--- config.mk ---
export PLATFORM = sky130hd
export DESIGN_NAME = nap_controller_flat
export DESIGN_NICKNAME = d
export VERILOG_FILES = /design/src/rtl/nap_controller_if.sv /design/src/rtl/nap_controller.sv /design/src/flat_wrapper.sv
export SDC_FILE = /design/constraint.sdc
export NUM_CORES = 1
export LEC_CHECK = 0
export BUFFER_PORTS_ARGS = -buffer_cell sky130_fd_sc_hd__buf_2
export CAP_MARGIN = 15
export CORE_MARGIN = 2
export CORE_UTILIZATION = 48
export DETAILED_ROUTE_END_ITERATION = 7
export PLACE_DENSITY = 0.77
export SLEW_MARGIN = 20
export SYNTH_ARGS = -nofsm -noshare
export SYNTH_HDL_FRONTEND = slang
export SYNTH_SLANG_ARGS = --single-unit
--- constraint.sdc ---
create_clock -name clock -period 2.56 [get_ports clock]
set_clock_uncertainty 0.2 [all_clocks]
set_input_delay 0.128 -clock clock [delete_from_list [all_inputs] [get_ports clock]]
set_output_delay 0.128 -clock clock [all_outputs]
set_load 0.005 [all_outputs]
--- src/rtl/nap_controller_if.sv ---
// Link between the nap controller and the BCD countdown-step datapath:
// the controller presents the current value plus a start strobe, the datapath answers with digits and a done flag.
interface nap_controller_if;
  logic       tmrStart;
  logic [3:0] tmrSetHour10, tmrSetHour1, tmrSetMinute10, tmrSetMinute1, tmrSetSecond10, tmrSetSecond1;
  logic [3:0] tmrGetHour10, tmrGetHour1, tmrGetMinute10, tmrGetMinute1, tmrGetSecond10, tmrGetSecond1;
  logic       tmrComplete;

  modport master (
    output tmrStart,
    output tmrSetHour10, tmrSetHour1, tmrSetMinute10, tmrSetMinute1, tmrSetSecond10, tmrSetSecond1,
    input  tmrGetHour10, tmrGetHour1, tmrGetMinute10, tmrGetMinute1, tmrGetSecond10, tmrGetSecond1,
    input  tmrComplete
  );

  modport slave (
    input  tmrStart,
    input  tmrSetHour10, tmrSetHour1, tmrSetMinute10, tmrSetMinute1, tmrSetSecond10, tmrSetSecond1,
    output tmrGetHour10, tmrGetHour1, tmrGetMinute10, tmrGetMinute1, tmrGetSecond10, tmrGetSecond1,
    output tmrComplete
  );
endinterface

--- src/rtl/nap_controller.sv ---
// Power-nap sequencer: owns the HH:MM:SS count, generates the 1-second tick, drives one
// datapath step per tick, merges the returned digits and raises the alarm at zero.
module nap_controller #(
  parameter int unsigned TICKS_PER_SEC = 50000000,
  parameter int unsigned STEP_WAIT     = 4,
  parameter int unsigned ALARM_SECONDS = 30
) (
  input  logic             clock,
  input  logic             reset,
  input  logic             load,
  input  logic [3:0]       setHour10,
  input  logic [3:0]       setHour1,
  input  logic [3:0]       setMinute10,
  input  logic [3:0]       setMinute1,
  input  logic [3:0]       setSecond10,
  input  logic [3:0]       setSecond1,
  input  logic             btnStart,
  input  logic             btnPause,
  input  logic             btnCancel,
  nap_controller_if.master tmr,
  output logic [3:0]       dispHour10,
  output logic [3:0]       dispHour1,
  output logic [3:0]       dispMinute10,
  output logic [3:0]       dispMinute1,
  output logic [3:0]       dispSecond10,
  output logic [3:0]       dispSecond1,
  output logic             running,
  output logic             alarm,
  output logic             loadErr,
  output logic             stepErr
);
  localparam int unsigned TW = (TICKS_PER_SEC > 1) ? $clog2(TICKS_PER_SEC) : 1;
  localparam int unsigned SW = $clog2(STEP_WAIT + 1);
  localparam int unsigned AW = (ALARM_SECONDS > 1) ? $clog2(ALARM_SECONDS) : 1;
  localparam logic [TW-1:0] TICK_LAST  = TW'(TICKS_PER_SEC - 1);
  localparam logic [SW-1:0] STEP_LAST  = SW'(STEP_WAIT);
  localparam logic [AW-1:0] ALARM_LAST = AW'(ALARM_SECONDS - 1);

  typedef enum logic [2:0] {IDLE, ARMED, RUN, STEP, PAUSE, ALARM} state_t;

  state_t          state;
  // Digit index 0 is Second1, 5 is Hour10.
  logic [5:0][3:0] cur;
  logic [5:0][3:0] set_val;
  logic [5:0][3:0] get_val;
  logic [5:0][3:0] merged;
  logic [TW-1:0]   tick_cnt;
  logic [SW-1:0]   step_cnt;
  logic [AW-1:0]   alarm_cnt;
  logic            pause_pend;
  logic            tick;
  logic            load_ok;
  logic            set_zero;
  logic            cur_zero;
  logic            lower_zero;

  assign set_val = {setHour10, setHour1, setMinute10, setMinute1, setSecond10, setSecond1};
  assign get_val = {tmr.tmrGetHour10, tmr.tmrGetHour1, tmr.tmrGetMinute10,
                    tmr.tmrGetMinute1, tmr.tmrGetSecond10, tmr.tmrGetSecond1};

  assign {tmr.tmrSetHour10, tmr.tmrSetHour1, tmr.tmrSetMinute10,
          tmr.tmrSetMinute1, tmr.tmrSetSecond10, tmr.tmrSetSecond1} = cur;
  assign {dispHour10, dispHour1, dispMinute10, dispMinute1, dispSecond10, dispSecond1} = cur;

  assign tick     = (tick_cnt == TICK_LAST);
  assign set_zero = (set_val == '0);
  assign cur_zero = (cur == '0);

  // Datapath digits are taken up to and including the lowest non-zero digit; higher ones are kept.
  always_comb begin
    lower_zero = 1'b1;
    merged     = cur;
    load_ok    = (set_val[1] <= 4'd5) && (set_val[3] <= 4'd5);
    for (int unsigned i = 0; i < 6; i++) begin
      if (set_val[i] > 4'd9) load_ok = 1'b0;
      if (lower_zero) merged[i] = get_val[i];
      if (cur[i] != 4'd0) lower_zero = 1'b0;
    end
  end

  always_ff @(posedge clock) begin
    if (reset || btnCancel) begin
      state        <= IDLE;
      cur          <= '0;
      tick_cnt     <= '0;
      step_cnt     <= '0;
      alarm_cnt    <= '0;
      pause_pend   <= 1'b0;
      tmr.tmrStart <= 1'b0;
      running      <= 1'b0;
      alarm        <= 1'b0;
      loadErr      <= 1'b0;
      stepErr      <= 1'b0;
    end else begin
      tmr.tmrStart <= 1'b0;
      loadErr      <= 1'b0;
      unique case (state)
        IDLE, ARMED: begin
          if (load) begin
            if (!load_ok) begin
              loadErr <= 1'b1;
            end else begin
              cur     <= set_val;
              stepErr <= 1'b0;
              state   <= set_zero ? IDLE : ARMED;
            end
          end else if (state == ARMED && btnStart) begin
            state    <= RUN;
            running  <= 1'b1;
            tick_cnt <= '0;
          end
        end
        RUN: begin
          // A pause on the tick cycle wins; the counter holds so the tick fires right after resume.
          if (btnPause) begin
            state   <= PAUSE;
            running <= 1'b0;
          end else if (tick) begin
            tick_cnt <= '0;
            if (cur_zero) begin
              state     <= ALARM;
              running   <= 1'b0;
              alarm     <= 1'b1;
              alarm_cnt <= '0;
            end else begin
              state        <= STEP;
              tmr.tmrStart <= 1'b1;
              step_cnt     <= '0;
              pause_pend   <= 1'b0;
            end
          end else begin
            tick_cnt <= tick_cnt + 1'b1;
          end
        end
        STEP: begin
          tick_cnt <= tick ? '0 : tick_cnt + 1'b1;
          if (step_cnt == STEP_LAST) begin
            if (tmr.tmrComplete) cur <= merged;
            else                 stepErr <= 1'b1;
            if (pause_pend || btnPause) begin
              state   <= PAUSE;
              running <= 1'b0;
            end else begin
              state <= RUN;
            end
            pause_pend <= 1'b0;
          end else begin
            step_cnt <= step_cnt + 1'b1;
            if (btnPause) pause_pend <= 1'b1;
          end
        end
        PAUSE: begin
          if (btnStart) begin
            state   <= RUN;
            running <= 1'b1;
          end
        end
        ALARM: begin
          tick_cnt <= tick ? '0 : tick_cnt + 1'b1;
          if (btnStart || (tick && alarm_cnt == ALARM_LAST)) begin
            state <= IDLE;
            cur   <= '0;
            alarm <= 1'b0;
          end else if (tick) begin
            alarm_cnt <= alarm_cnt + 1'b1;
          end
        end
        default: state <= IDLE;
      endcase
    end
  end
endmodule

--- src/flat_wrapper.sv ---
// flat-port wrapper written by rule: the top's interface ports become plain ports
module nap_controller_flat 
#(
  parameter int unsigned TICKS_PER_SEC = 50000000,
  parameter int unsigned STEP_WAIT     = 4,
  parameter int unsigned ALARM_SECONDS = 30
)
  (clock, reset, load, setHour10, setHour1, setMinute10, setMinute1, setSecond10, setSecond1, btnStart, btnPause, btnCancel, dispHour10, dispHour1, dispMinute10, dispMinute1, dispSecond10, dispSecond1, running, alarm, loadErr, stepErr, tmr_tmrStart, tmr_tmrSetHour10, tmr_tmrSetHour1, tmr_tmrSetMinute10, tmr_tmrSetMinute1, tmr_tmrSetSecond10, tmr_tmrSetSecond1, tmr_tmrGetHour10, tmr_tmrGetHour1, tmr_tmrGetMinute10, tmr_tmrGetMinute1, tmr_tmrGetSecond10, tmr_tmrGetSecond1, tmr_tmrComplete);
  nap_controller_if tmr_i ();
  input  logic clock;
  input  logic reset;
  input  logic load;
  input  logic [3:0] setHour10;
  input  logic [3:0] setHour1;
  input  logic [3:0] setMinute10;
  input  logic [3:0] setMinute1;
  input  logic [3:0] setSecond10;
  input  logic [3:0] setSecond1;
  input  logic btnStart;
  input  logic btnPause;
  input  logic btnCancel;
  output logic [3:0] dispHour10;
  output logic [3:0] dispHour1;
  output logic [3:0] dispMinute10;
  output logic [3:0] dispMinute1;
  output logic [3:0] dispSecond10;
  output logic [3:0] dispSecond1;
  output logic running;
  output logic alarm;
  output logic loadErr;
  output logic stepErr;
  output wire logic [$bits(tmr_i.tmrStart)-1:0] tmr_tmrStart;
  output wire logic [$bits(tmr_i.tmrSetHour10)-1:0] tmr_tmrSetHour10;
  output wire logic [$bits(tmr_i.tmrSetHour1)-1:0] tmr_tmrSetHour1;
  output wire logic [$bits(tmr_i.tmrSetMinute10)-1:0] tmr_tmrSetMinute10;
  output wire logic [$bits(tmr_i.tmrSetMinute1)-1:0] tmr_tmrSetMinute1;
  output wire logic [$bits(tmr_i.tmrSetSecond10)-1:0] tmr_tmrSetSecond10;
  output wire logic [$bits(tmr_i.tmrSetSecond1)-1:0] tmr_tmrSetSecond1;
  input wire logic [$bits(tmr_i.tmrGetHour10)-1:0] tmr_tmrGetHour10;
  input wire logic [$bits(tmr_i.tmrGetHour1)-1:0] tmr_tmrGetHour1;
  input wire logic [$bits(tmr_i.tmrGetMinute10)-1:0] tmr_tmrGetMinute10;
  input wire logic [$bits(tmr_i.tmrGetMinute1)-1:0] tmr_tmrGetMinute1;
  input wire logic [$bits(tmr_i.tmrGetSecond10)-1:0] tmr_tmrGetSecond10;
  input wire logic [$bits(tmr_i.tmrGetSecond1)-1:0] tmr_tmrGetSecond1;
  input wire logic [$bits(tmr_i.tmrComplete)-1:0] tmr_tmrComplete;
  assign tmr_tmrStart = tmr_i.tmrStart;
  assign tmr_tmrSetHour10 = tmr_i.tmrSetHour10;
  assign tmr_tmrSetHour1 = tmr_i.tmrSetHour1;
  assign tmr_tmrSetMinute10 = tmr_i.tmrSetMinute10;
  assign tmr_tmrSetMinute1 = tmr_i.tmrSetMinute1;
  assign tmr_tmrSetSecond10 = tmr_i.tmrSetSecond10;
  assign tmr_tmrSetSecond1 = tmr_i.tmrSetSecond1;
  assign tmr_i.tmrGetHour10 = tmr_tmrGetHour10;
  assign tmr_i.tmrGetHour1 = tmr_tmrGetHour1;
  assign tmr_i.tmrGetMinute10 = tmr_tmrGetMinute10;
  assign tmr_i.tmrGetMinute1 = tmr_tmrGetMinute1;
  assign tmr_i.tmrGetSecond10 = tmr_tmrGetSecond10;
  assign tmr_i.tmrGetSecond1 = tmr_tmrGetSecond1;
  assign tmr_i.tmrComplete = tmr_tmrComplete;
  nap_controller #(.TICKS_PER_SEC(TICKS_PER_SEC), .STEP_WAIT(STEP_WAIT), .ALARM_SECONDS(ALARM_SECONDS)) u_core (.clock(clock), .reset(reset), .load(load), .setHour10(setHour10), .setHour1(setHour1), .setMinute10(setMinute10), .setMinute1(setMinute1), .setSecond10(setSecond10), .setSecond1(setSecond1), .btnStart(btnStart), .btnPause(btnPause), .btnCancel(btnCancel), .tmr(tmr_i), .dispHour10(dispHour10), .dispHour1(dispHour1), .dispMinute10(dispMinute10), .dispMinute1(dispMinute1), .dispSecond10(dispSecond10), .dispSecond1(dispSecond1), .running(running), .alarm(alarm), .loadErr(loadErr), .stepErr(stepErr));
endmodule
# Word level (Yosys, flattened, before mapping)
# Index checks and enable logic that the tools add are counted.
# totals
regBits	67
word_cells	181
output_inout_bits	53
inputBits	55
# classes
bitwise_logic	4
muxes	77
n_addsub	3
n_eq_ne	35
order_cmp	8
n_reduce_logical	38
# op_table
operator	n
two-way mux 24 bit	5
two-way mux 26 bit	4
case mux 26 bit (3 select lines)	1
case mux 24 bit (3 select lines)	1
logical NOT 24 bit	2
two-way mux 3 bit	14
two-way mux 1 bit	35
AND reduction 7 bit	5
adder 26 x 1 -> 26 bit, second input constant	1
equality test 26 bit, second input constant	1
two-way mux 5 bit	5
greater-than comparator 4 bit, second input constant	6
inequality test 2 x 1 -> 1 bit, second input constant	12
nonzero test 4 bit	6
two-way mux 4 bit	5
inequality test 2 bit, second input constant	10
AND reduction 5 bit	4
AND reduction 6 bit	3
inequality test 3 x 2 -> 1 bit, second input constant	5
case mux 3 bit (5 select lines)	1
case mux 5 bit (2 select lines)	1
equality test 3 bit, second input constant	3
less-or-equal comparator 4 x 3 -> 1 bit, second input constant	2
AND reduction 8 bit	1
18 further kinds	32

# Depth between registers and ports, before layout
# Gate-level depths: netlist of the first run.
# depth
word_depth	11
ltp_mapped	9
depth_no_buf	7

# Least setup slack after synthesis of the first run
# OpenSTA, ideal clock, no wires.
# synth_path
path_kind	flip-flop to flip-flop
start	reg u_core.tick_cnt[0]
end	reg u_core.cur (netlist bit u_core.dispMinute10[3])
path_stages_with_launch	9
setup_ns	0.119
setup_slack_ns	-0.055
t_arrival_ns	2.296
path_cell_list	dfxtp_1 -> ha_1 -> and4_1 -> nand4_1 -> o31a_1 -> or3_1 -> clkbuf_1 -> buf_2 -> o221a_2
# synth_between
elab_chain_len	5
# synth_lines
item	line	rtl
from (decl)	nap_controller.sv:47	logic [TW-1:0] tick_cnt;
from (signal assigned)	nap_controller.sv:132	tick_cnt <= tick_cnt + 1'b1;
from (signal assigned)	nap_controller.sv:136	tick_cnt <= tick ? '0 : tick_cnt + 1'b1;
from (signal assigned)	nap_controller.sv:159	tick_cnt <= tick ? '0 : tick_cnt + 1'b1;
equality test 26 bit	nap_controller.sv:65	assign tick = (tick_cnt == TICK_LAST);
logical AND 1 bit	nap_controller.sv:160	if (btnStart || (tick && alarm_cnt == ALARM_LAST)) begin
logical OR 1 bit	nap_controller.sv:160	
inequality test 2 x 1 -> 1 bit (no source line)	--	
AND reduction 7 bit (no source line)	--	
to (signal assigned)	nap_controller.sv:103	cur <= set_val;
to (signal assigned)	nap_controller.sv:138	if (tmr.tmrComplete) cur <= merged;
to (decl)	nap_controller.sv:43	logic [5:0][3:0] cur;
# Every way passes these cells.
# A chain may end at the register's enable or synchronous reset.

# Worst setup path in the final report of the first run
# layout_path
start	reg u_core.tick_cnt[17]
end	reg u_core.alarm_cnt[2]
# layout_between
elab_chain_len	5
word_cells_on_any_way	7
# layout_lines
item	line	rtl
equality test 26 bit *	nap_controller.sv:65	
logical AND 1 bit	nap_controller.sv:160	
logical OR 1 bit	nap_controller.sv:160	
inequality test 2 bit (no source line)	--	
AND reduction 6 bit (no source line) *	--	
to (signal assigned)	nap_controller.sv:165	alarm_cnt <= alarm_cnt + 1'b1;
to (decl)	nap_controller.sv:49	logic [AW-1:0] alarm_cnt;
# Every way passes the cells marked *; elsewhere a longest branch is shown, timed or not.

==> results.cfg, run 1 <==
[status]
status = finished with violations
violations = hold timing, setup timing

[timing]
max_slew_margin = 0.6098
setup_viol_count_final = 1
fmax_mhz = 389.9
rsz0062_at_grt = true
fin_crit_sh = 1.002
finalHoldViolations = 1
drv_slew = 0
hold_slack_ns = -0.009040
worst_pin_slew_ns = 0.5853
fin_crit_ns = 2.565
worst_slack_ns = -0.004586

[detailed_routing]
drc = 0
drt_iter0_markers = 314
vias = 4567
drt-vias-per-instance = 6.188
first_pass_iters = 6
postRouteAntennaNets = 0
avgRoutedWirePerCell_um = 17.41
finalWirelength_mm = 12.85

[worst_setup_path]
path_buf_inv = 0
r2r-start = u_core.tick_cnt[17]$_SDFFE_PP0P_
path_max_fanout = 5
critPathLaunchType = register
rrSetupSlack_ns = -0.005
worstPathCellList = or4b_1 -> or4_4 -> or2_2 -> or4_1 -> a21oi_1
worstSetupPathType = reg2reg
cp_top_family = simple AND/OR/NAND/NOR gates
critPathRequiredTime_ns = 2.63
crit_arrival_ns = 2.63
max_stage_delay_ns = 0.54
cp-startpoint = u_core.tick_cnt[17]$_SDFFE_PP0P_
crit_path_end_kind = register
cpMaxStageDelayCell = or4_4

[global_route]
grt_start_max_net_pins = 32
grt_pass1_vias = 3946
gr-usage-all-layers = 0.2594
antenna_found_initial = 0
grt_overflow_total = 0
grt_pass1_wl_mm = 18.81

[power]
p_int_mw = 1.609
switching_share = 0.2460
p_leak_nw = 2.212
irDropWorstVdd_uv = 263.4
p_per_area_nw_per_um2 = 411.1
finalPower_mw = 2.134
p_clk_frac = 0.420
pwr-share-comb = 0.091
switchingPower_uw = 525.0
power_frac_seq = 0.490

[synthesis]
synth_fp_nets = 561
syn_inst = 501
synth_edf_count = 0
synth.area.top_cells = dfxtp_1 33%, a21oi_1 5.2%, buf_4 4.4%
synth_async_sr_flop_share = 0
synth-seq-area-share = 0.3286
ys_types = 63
synth_area_per_cell_um2 = 8.147
synthFlopType = dfxtp_1
yosys_warnings = 0
synth_top_area_frac = 0.3286
ys_ff_latch = 67
synth.cell_area_um2 = 4081
yosysTopAreaCell = dfxtp_1

[placed_design]
pre_cts_slack_ns = 0.03029
place_congestion = 0.9197
dpl.hpwl_mm = 9.029
placed_cell_area_um2 = 4745
port_buffers = 107

[clocking]
cts.clk_slew.worst_paths_ns = 0.08
clkSinkCount = 67
numCtsBuffers = 9
htree_num_levels = 3
cts_tree = done
clk_latency_ns = 0.35
clockBufferDepth = 2
clock-root-buffer = clkbuf_8

[die]
dieArea_um2 = 9256
core_um2 = 8217
start_util = 0.4967
rows = 33
die_w_um = 96.21
ios = 108
die_h_um = 96.21

[finish]
post-route-cell-area_um2 = 5191
multiInputGateArea_um2 = 2467
fillCellCount = 686
fin_util = 0.6318
final_cell_mix = 107 x buf_2, 63 x dfxtp_1, 45 x nand2_1
area_delta_synth_final_pct = 27.19
antenna_cells = 0
layout.nets = 688
final_common_cell = buf_2
drive_above_1_share = 0.3207
regArea_um2 = 1346

[min_path]
hp-start = tmr_tmrGetSecond10[3]
min_path_type = in2reg

[job]
maxCapViolations = 0
==> flip-flops by register name (all words and copies together), names as in the netlist <==
signal,flops
u_core.tick_cnt,26
u_core.alarm_cnt,5
u_core.dispHour10,4
u_core.dispHour1,4
u_core.dispMinute10,4
u_core.dispMinute1,4
u_core.dispSecond10,4
u_core.dispSecond1,4
u_core.state,3
u_core.step_cnt,3
u_core.alarm,1
u_core.loadErr,1
u_core.pause_pend,1
u_core.running,1
u_core.stepErr,1
u_core.tmr.tmrStart,1
==> per-stage QoR <==
step	std cells	setup TNS, ns
final	738	-0.004586
after CTS	735	0
after floorplan	501	0
after detailed placement	702	0
after global placement	702	0
after global routing	738	-0.05903
==> worst reg2reg max path: stages (launching register included) <==
cell and delay [ns]:
dfxtp_1 0.38, or4b_1 0.46, or4_4 0.54, or2_2 0.34, or4_1 0.41, a21oi_1 0.16
==> power groups by stage <==
stage	clock (mW)	combinational, mW	sequential [mW]
3_5_place_dp	0	0.163	1.07
6_report	0.895	0.193	1.05
5_1_grt	0.950	0.206	1.05
2_1_floorplan	0	0.0779	1.07
4_1_cts	0.895	0.185	1.05
3_3_place_gp	0	0.162	1.07
==> per-layer routing <==
metal  vias to the layer above  routed length (um)  GRT usage
met3                        44                 961    0.04933
li1                       2133                   -          -
met1                      2158                5353     0.3449
met4                         0                 400     0.1083
met5                         -                   0          0
met2                       232                6133     0.4103
==> synth_stat cells (all sizes together), types with 5 or more instances <==
cell    number
and3         8
nor2        43
nand2       45
dfxtp       67
xnor2       13
nor3        16
o31ai        8
nor2b        5
clkbuf      21
ha           5
o221a       14
and2         6
a211oi       5
a31oi        8
nor4        22
buf         28
or3          6
mux2i       11
a21oi       42
nand3       11
or4         12
inv          9
a22o        12
o21ai       18
and4         8
nand4       12
==> repair_timing <==
item                                    CTS  global route
hold buffers                             17             0
hold endpoints to repair                 17             0
gates cloned                              0             1
endpoints found under the setup margin    4            26
resized for setup                         1            15
setup buffers                             0             2
pin swaps                                 0             2
==> layout make-up <==
cell class / count / share of cell area
inverter: 9 / 0.006508
tap: 105 / 0.02531
multi-input combinational: 376 / 0.4753
timing repair buffer: 165 / 0.1960
clock inverter: 4 / 0.009641
clock buffer: 12 / 0.02796
sequential: 67 / 0.2593
==> final timing paths <==
kind	end	depth (start not counted)
worst min-delay path	u_core.dispSecond10[3]$_SDFFE_PP0P_	4
worst max register to register	u_core.alarm_cnt[2]$_SDFFE_PP0P_	5
worst min register to register	u_core.tick_cnt[1]$_SDFFE_PP0P_	2
worst max-delay path	u_core.alarm_cnt[2]$_SDFFE_PP0P_	5
==> kinds of logic after synthesis <==
family                     after synthesis  share of synthesized area
and+or+nand+nor                        211                     0.2830
xor gates and xnor gates                15                    0.03219
adders and majority gates                5                    0.01533
DFF                                     67                     0.3286
muxes                                   11                    0.02698
AOI/OAI and AO/OA                      133                     0.2324
buffers and inverters                   59                    0.08154
Power figures use the tool's default switching activity.
==> inputs of run 2 (changes only) <==
Settings changed: REMOVE_ABC_BUFFERS set to 1.
==> results.cfg, run 2 (same netlist as run 1, synthesis figures left out) <==
[die]
dieArea_um2 = 9256
die_w_um = 96.21
rows = 33
start_util = 0.4967
die_h_um = 96.21
core_um2 = 8217
ios = 108

[power]
p_per_area_nw_per_um2 = 417.5
irDropWorstVdd_uv = 337.8
p_leak_nw = 2.224
power_frac_seq = 0.471
pwr-share-comb = 0.086
switching_share = 0.2329
p_int_mw = 1.701
finalPower_mw = 2.218
p_clk_frac = 0.443
switchingPower_uw = 516.4

[placed_design]
place_congestion = 0.8888
placed_cell_area_um2 = 4730
pre_cts_slack_ns = -0.1003
dpl.hpwl_mm = 9.375
post-place-cells = 700
port_buffers = 107

[timing]
rsz0062_at_grt = true
worst_pin_slew_ns = 0.4931
hold_slack_ns = 0.003115
setup_viol_count_final = 0
worst_slack_ns = 0.01054
fin_crit_sh = 0.9959
max_slew_margin = 0.6683
finalHoldViolations = 0
fin_crit_ns = 2.549
tns_ns = 0
fmax_mhz = 392.2
drv_slew = 0

[clocking]
cts.clk_slew.worst_paths_ns = 0.08
clk_latency_ns = 0.34
htree_num_levels = 3
clockBufferDepth = 2
numCtsBuffers = 9
cts_tree = done
clock-root-buffer = clkbuf_8
clkSinkCount = 67

[finish]
largest_reg_flops = 26
final_cell_mix = 107 x buf_2, 61 x dfxtp_1, 45 x nand2_1
post-route-cell-area_um2 = 5313
fillCellCount = 706
fin_util = 0.6466
area_delta_synth_final_pct = 30.17
drive_above_1_share = 0.3423
multiInputGateArea_um2 = 2560
layout.nets = 687
final_common_cell = buf_2
regArea_um2 = 1351
largestRegisters = u_core.tick_cnt x26, u_core.alarm_cnt x5
stdcell_count = 736
largest-register = u_core.tick_cnt
antenna_cells = 0

[worst_setup_path]
crit_path_end_kind = register
path_max_fanout = 6
critPathRequiredTime_ns = 2.64
worstSetupPathType = reg2reg
max_stage_delay_ns = 0.52
cp_top_family = simple AND/OR/NAND/NOR gates
cpMaxStageDelayCell = or4_4
path_buf_inv = 1
critPathLaunchType = register
crit_arrival_ns = 2.63
cpMostUsedCell = or4_4
worstPathCellList = or4_4 -> or4_4 -> or2_4 -> buf_6 -> or4_1 -> a21oi_1

[detailed_routing]
vias = 4460
first_pass_iters = 5
drc = 0
postRouteAntennaNets = 0
avgRoutedWirePerCell_um = 17.10
drt_iter0_markers = 272
drt-vias-per-instance = 6.060
finalWirelength_mm = 12.58

[job]
maxCapViolations = 0

[global_route]
gr-usage-all-layers = 0.2619
grt_start_max_net_pins = 25
antenna_found_initial = 0
grt_overflow_total = 0
grt_pass1_vias = 3935
grt_pass1_wl_mm = 18.93

[min_path]
min_path_type = in2reg

[status]
status = complete, no violations
run 2: changes by cell type in the layout (fill, tap and decap cells not counted), moves of 2 or more:
cell           change
or4_4              +2
buf_4              +3
o31ai_1            -2
o31ai_4            +3
a21oi_1            -2
a21oi_2            +2
dfxtp_1            -2
or4_1              -2
nor4bb_4           +2
dlygate4sd3_1      -4
run 2: power groups by stage:
stage          logic [mW]  clock network, mW  registers [mW]
6_report            0.191              0.982            1.04
5_1_grt             0.205               1.04            1.04
4_1_cts             0.184              0.985            1.05
3_5_place_dp        0.164                  0            1.07
3_3_place_gp        0.162                  0            1.07
2_1_floorplan      0.0719                  0            1.07
run 2: cell type report:
cell class	instances	area share
well taps	105	0.02473
flip-flops and latches	67	0.2544
clock inverters	4	0.01413
clock buffers	11	0.02661
inverters	9	0.006359
repair buffers	165	0.1919
multi-input cells	375	0.4819
run 2: per-layer routing:
metal | vias up | share of wire | GRT usage
met3 | 23 | 0.070 | 0.03994
li1 | 2133 | - | -
met1 | 2106 | 0.42 | 0.3558
met4 | 0 | 0.016 | 0.09048
met5 | - | 0 | 0
met2 | 198 | 0.49 | 0.4219
run 2: worst paths after layout:
| path | depth (start not counted) | slack [ns] | to | startpoint |
|---|---|---|---|---|
| setup / recovery | 6 | 0.01 | u_core.alarm_cnt[1]$_SDFFE_PP0P_ | u_core.tick_cnt[7]$_SDFFE_PP0P_ |
| hold / removal | 4 | 0.003 | u_core.dispSecond1[1]$_SDFFE_PP0P_ | setSecond1[1] |
| setup reg to reg | 6 | 0.01 | u_core.alarm_cnt[1]$_SDFFE_PP0P_ | u_core.tick_cnt[7]$_SDFFE_PP0P_ |
| hold reg to reg | 2 | 0.28 | u_core.tick_cnt[1]$_SDFFE_PP0P_ | u_core.tick_cnt[1]$_SDFFE_PP0P_ |
run 2: repair_timing:
action | in CTS | in global routing
setup buffers | 3 | 5
resized for setup | 11 | 25
hold buffers | 13 | 0
pin swaps | 3 | 13
endpoints found under the setup margin | 10 | 32
endpoints found under the hold margin | 14 | 0
run 2: worst reg2reg max path: cells and delay by family, from the launching register on:
kind | cells | cell delay, ns
compound gates | 1 | 0.12
flops | 1 | 0.32
buf+inv | 1 | 0.13
simple gates | 4 | 1.70
==> inputs of run 3 (changes only) <==
Settings changed: PLACE_DENSITY 0.77 to 0.74, SKIP_CTS_REPAIR_TIMING set to 1.
==> results.cfg, run 3 (same netlist as run 1, synthesis figures left out) <==
[worst_setup_path]
worstPathCellList = or4b_1 -> or4_4 -> or2_4 -> buf_6 -> buf_4 -> o31ai_2 -> a21oi_1
worstSetupPathType = reg2reg
path_max_fanout = 6
cpMaxStageDelayCell = or4_4
cp_top_family = simple AND/OR/NAND/NOR gates
crit_arrival_ns = 2.60
path_buf_inv = 2
critPathRequiredTime_ns = 2.58
max_stage_delay_ns = 0.55
crit_path_end_kind = register
critPathLaunchType = register

[timing]
max_slew_margin = 0.4551
setup_viol_count_final = 1
fmax_mhz = 387.1
hold_slack_ns = -0.02752
fin_crit_ns = 2.584
worst_slack_ns = -0.02351
finalHoldViolations = 6
drv_slew = 0
rsz0062_at_grt = true
fin_crit_sh = 1.009
worst_pin_slew_ns = 0.8143

[detailed_routing]
postRouteAntennaNets = 0
vias = 4446
finalWirelength_mm = 12.42
drt_iter0_markers = 349
met3_length_um = 817
dr.max_layer_used = met4
wl_met2_mm = 5.892
first_pass_iters = 7
avgRoutedWirePerCell_um = 16.94
drc = 0
drt-vias-per-instance = 6.065
wl_met1_mm = 5.474

[finish]
largestRegisters = u_core.tick_cnt x26, u_core.alarm_cnt x5
largest_reg_flops = 26
largest-register = u_core.tick_cnt
area_delta_synth_final_pct = 26.92
fillCellCount = 743
layout.nets = 684
stdcell_count = 733
final_common_cell = buf_2
multiInputGateArea_um2 = 2484
drive_above_1_share = 0.3360
antenna_cells = 0
final_cell_mix = 107 x buf_2, 64 x dfxtp_1, 46 x buf_4
regArea_um2 = 1345

[clocking]
cts.clk_slew.worst_paths_ns = 0.07
numCtsBuffers = 9
clockBufferDepth = 2
clkSinkCount = 67
clock-root-buffer = clkbuf_8
htree_num_levels = 3
cts_tree = done
clk_latency_ns = 0.35

[min_path]
min_path_type = in2reg

[global_route]
grt_overflow_total = 0
antenna_found_initial = 0
grt_start_max_net_pins = 26
grt_pass1_wl_mm = 18.43
gr-usage-all-layers = 0.2559
grt_pass1_vias = 3800

[die]
rows = 33
dieArea_um2 = 9256
die_w_um = 96.21
core_um2 = 8217
start_util = 0.4967
ios = 108
die_h_um = 96.21

[power]
switchingPower_uw = 487.5
p_leak_nw = 2.225
finalPower_mw = 2.165
power_frac_seq = 0.483
switching_share = 0.2252
pwr-share-comb = 0.082
p_clk_frac = 0.434
p_int_mw = 1.677
irDropWorstVdd_uv = 198.2
p_per_area_nw_per_um2 = 417.9

[placed_design]
post-place-cells = 705
port_buffers = 107
place_congestion = 0.9798
dpl.hpwl_mm = 9.346

[status]
status = finished with violations
violations = hold timing, setup timing

[job]
maxCapViolations = 0
==> run 3: worst min-delay path, cell delays in order <==
cell and delay [ns]:
buf_2 0.08, a22o_1 0.12, nand2_1 0.05, mux2i_1 0.11
==> run 3: power groups by stage <==
stage | logic (mW) | registers, mW | clock network, mW
after floorplan | 0.0719 | 1.07 | 0
after global placement | 0.162 | 1.07 | 0
after detailed placement | 0.163 | 1.07 | 0
after CTS | 0.164 | 1.05 | 0.954
after global routing | 0.193 | 1.05 | 0.990
final | 0.179 | 1.05 | 0.940
==> run 3: path summary, 6_finish.rpt <==
check | cells after the start | to | slack, ns | startpoint
worst min-delay path | 4 | u_core.dispSecond1[2]$_SDFFE_PP0P_ | -0.03 | tmr_tmrGetSecond1[2]
worst max-delay path | 7 | u_core.alarm_cnt[3]$_SDFFE_PP0P_ | -0.02 | u_core.tick_cnt[11]$_SDFFE_PP0P_
worst max register to register | 7 | u_core.alarm_cnt[3]$_SDFFE_PP0P_ | -0.02 | u_core.tick_cnt[11]$_SDFFE_PP0P_
worst min register to register | 2 | u_core.dispMinute1[2]$_SDFFE_PP0P_ | 0.28 | u_core.dispMinute1[2]$_SDFFE_PP0P_
==> run 3: per-layer routing <==
layer  GRT usage  up-vias
li1            -     2123
met1      0.3528     2108
met2      0.3976      190
met3     0.04855       25
met4     0.09167        0
met5           0        -
==> run 3: through the flow <==
| step | TNS, ns | worst slack [ns] | hold slack, ns | utilization | area, um^2 |
|---|---|---|---|---|---|
| CTS | -0.1014 | -0.03834 | -0.1264 | 0.6061 | 4980 |
| global route | -0.1673 | -0.06845 | 0.008136 | 0.6304 | 5180 |
| detailed placement | -0.008364 | -0.007797 | 0.2332 | 0.5802 | 4767 |
| finish | -0.02351 | -0.02351 | -0.02752 | 0.6304 | 5180 |
| floorplan | -4.169 | -0.2988 | 0.08644 | - | 3782 |
| global placement | 0 | 0.03756 | 0.2319 | 0.5802 | 4767 |
==> run 3: area by class of cell <==
cell class / count / area share
multi-input combinational: 375 / 0.4795
sequential: 67 / 0.2597
timing repair buffer: 162 / 0.1879
clock buffer: 14 / 0.03527
tap: 105 / 0.02536
inverter: 9 / 0.006522
clock inverter: 1 / 0.005797
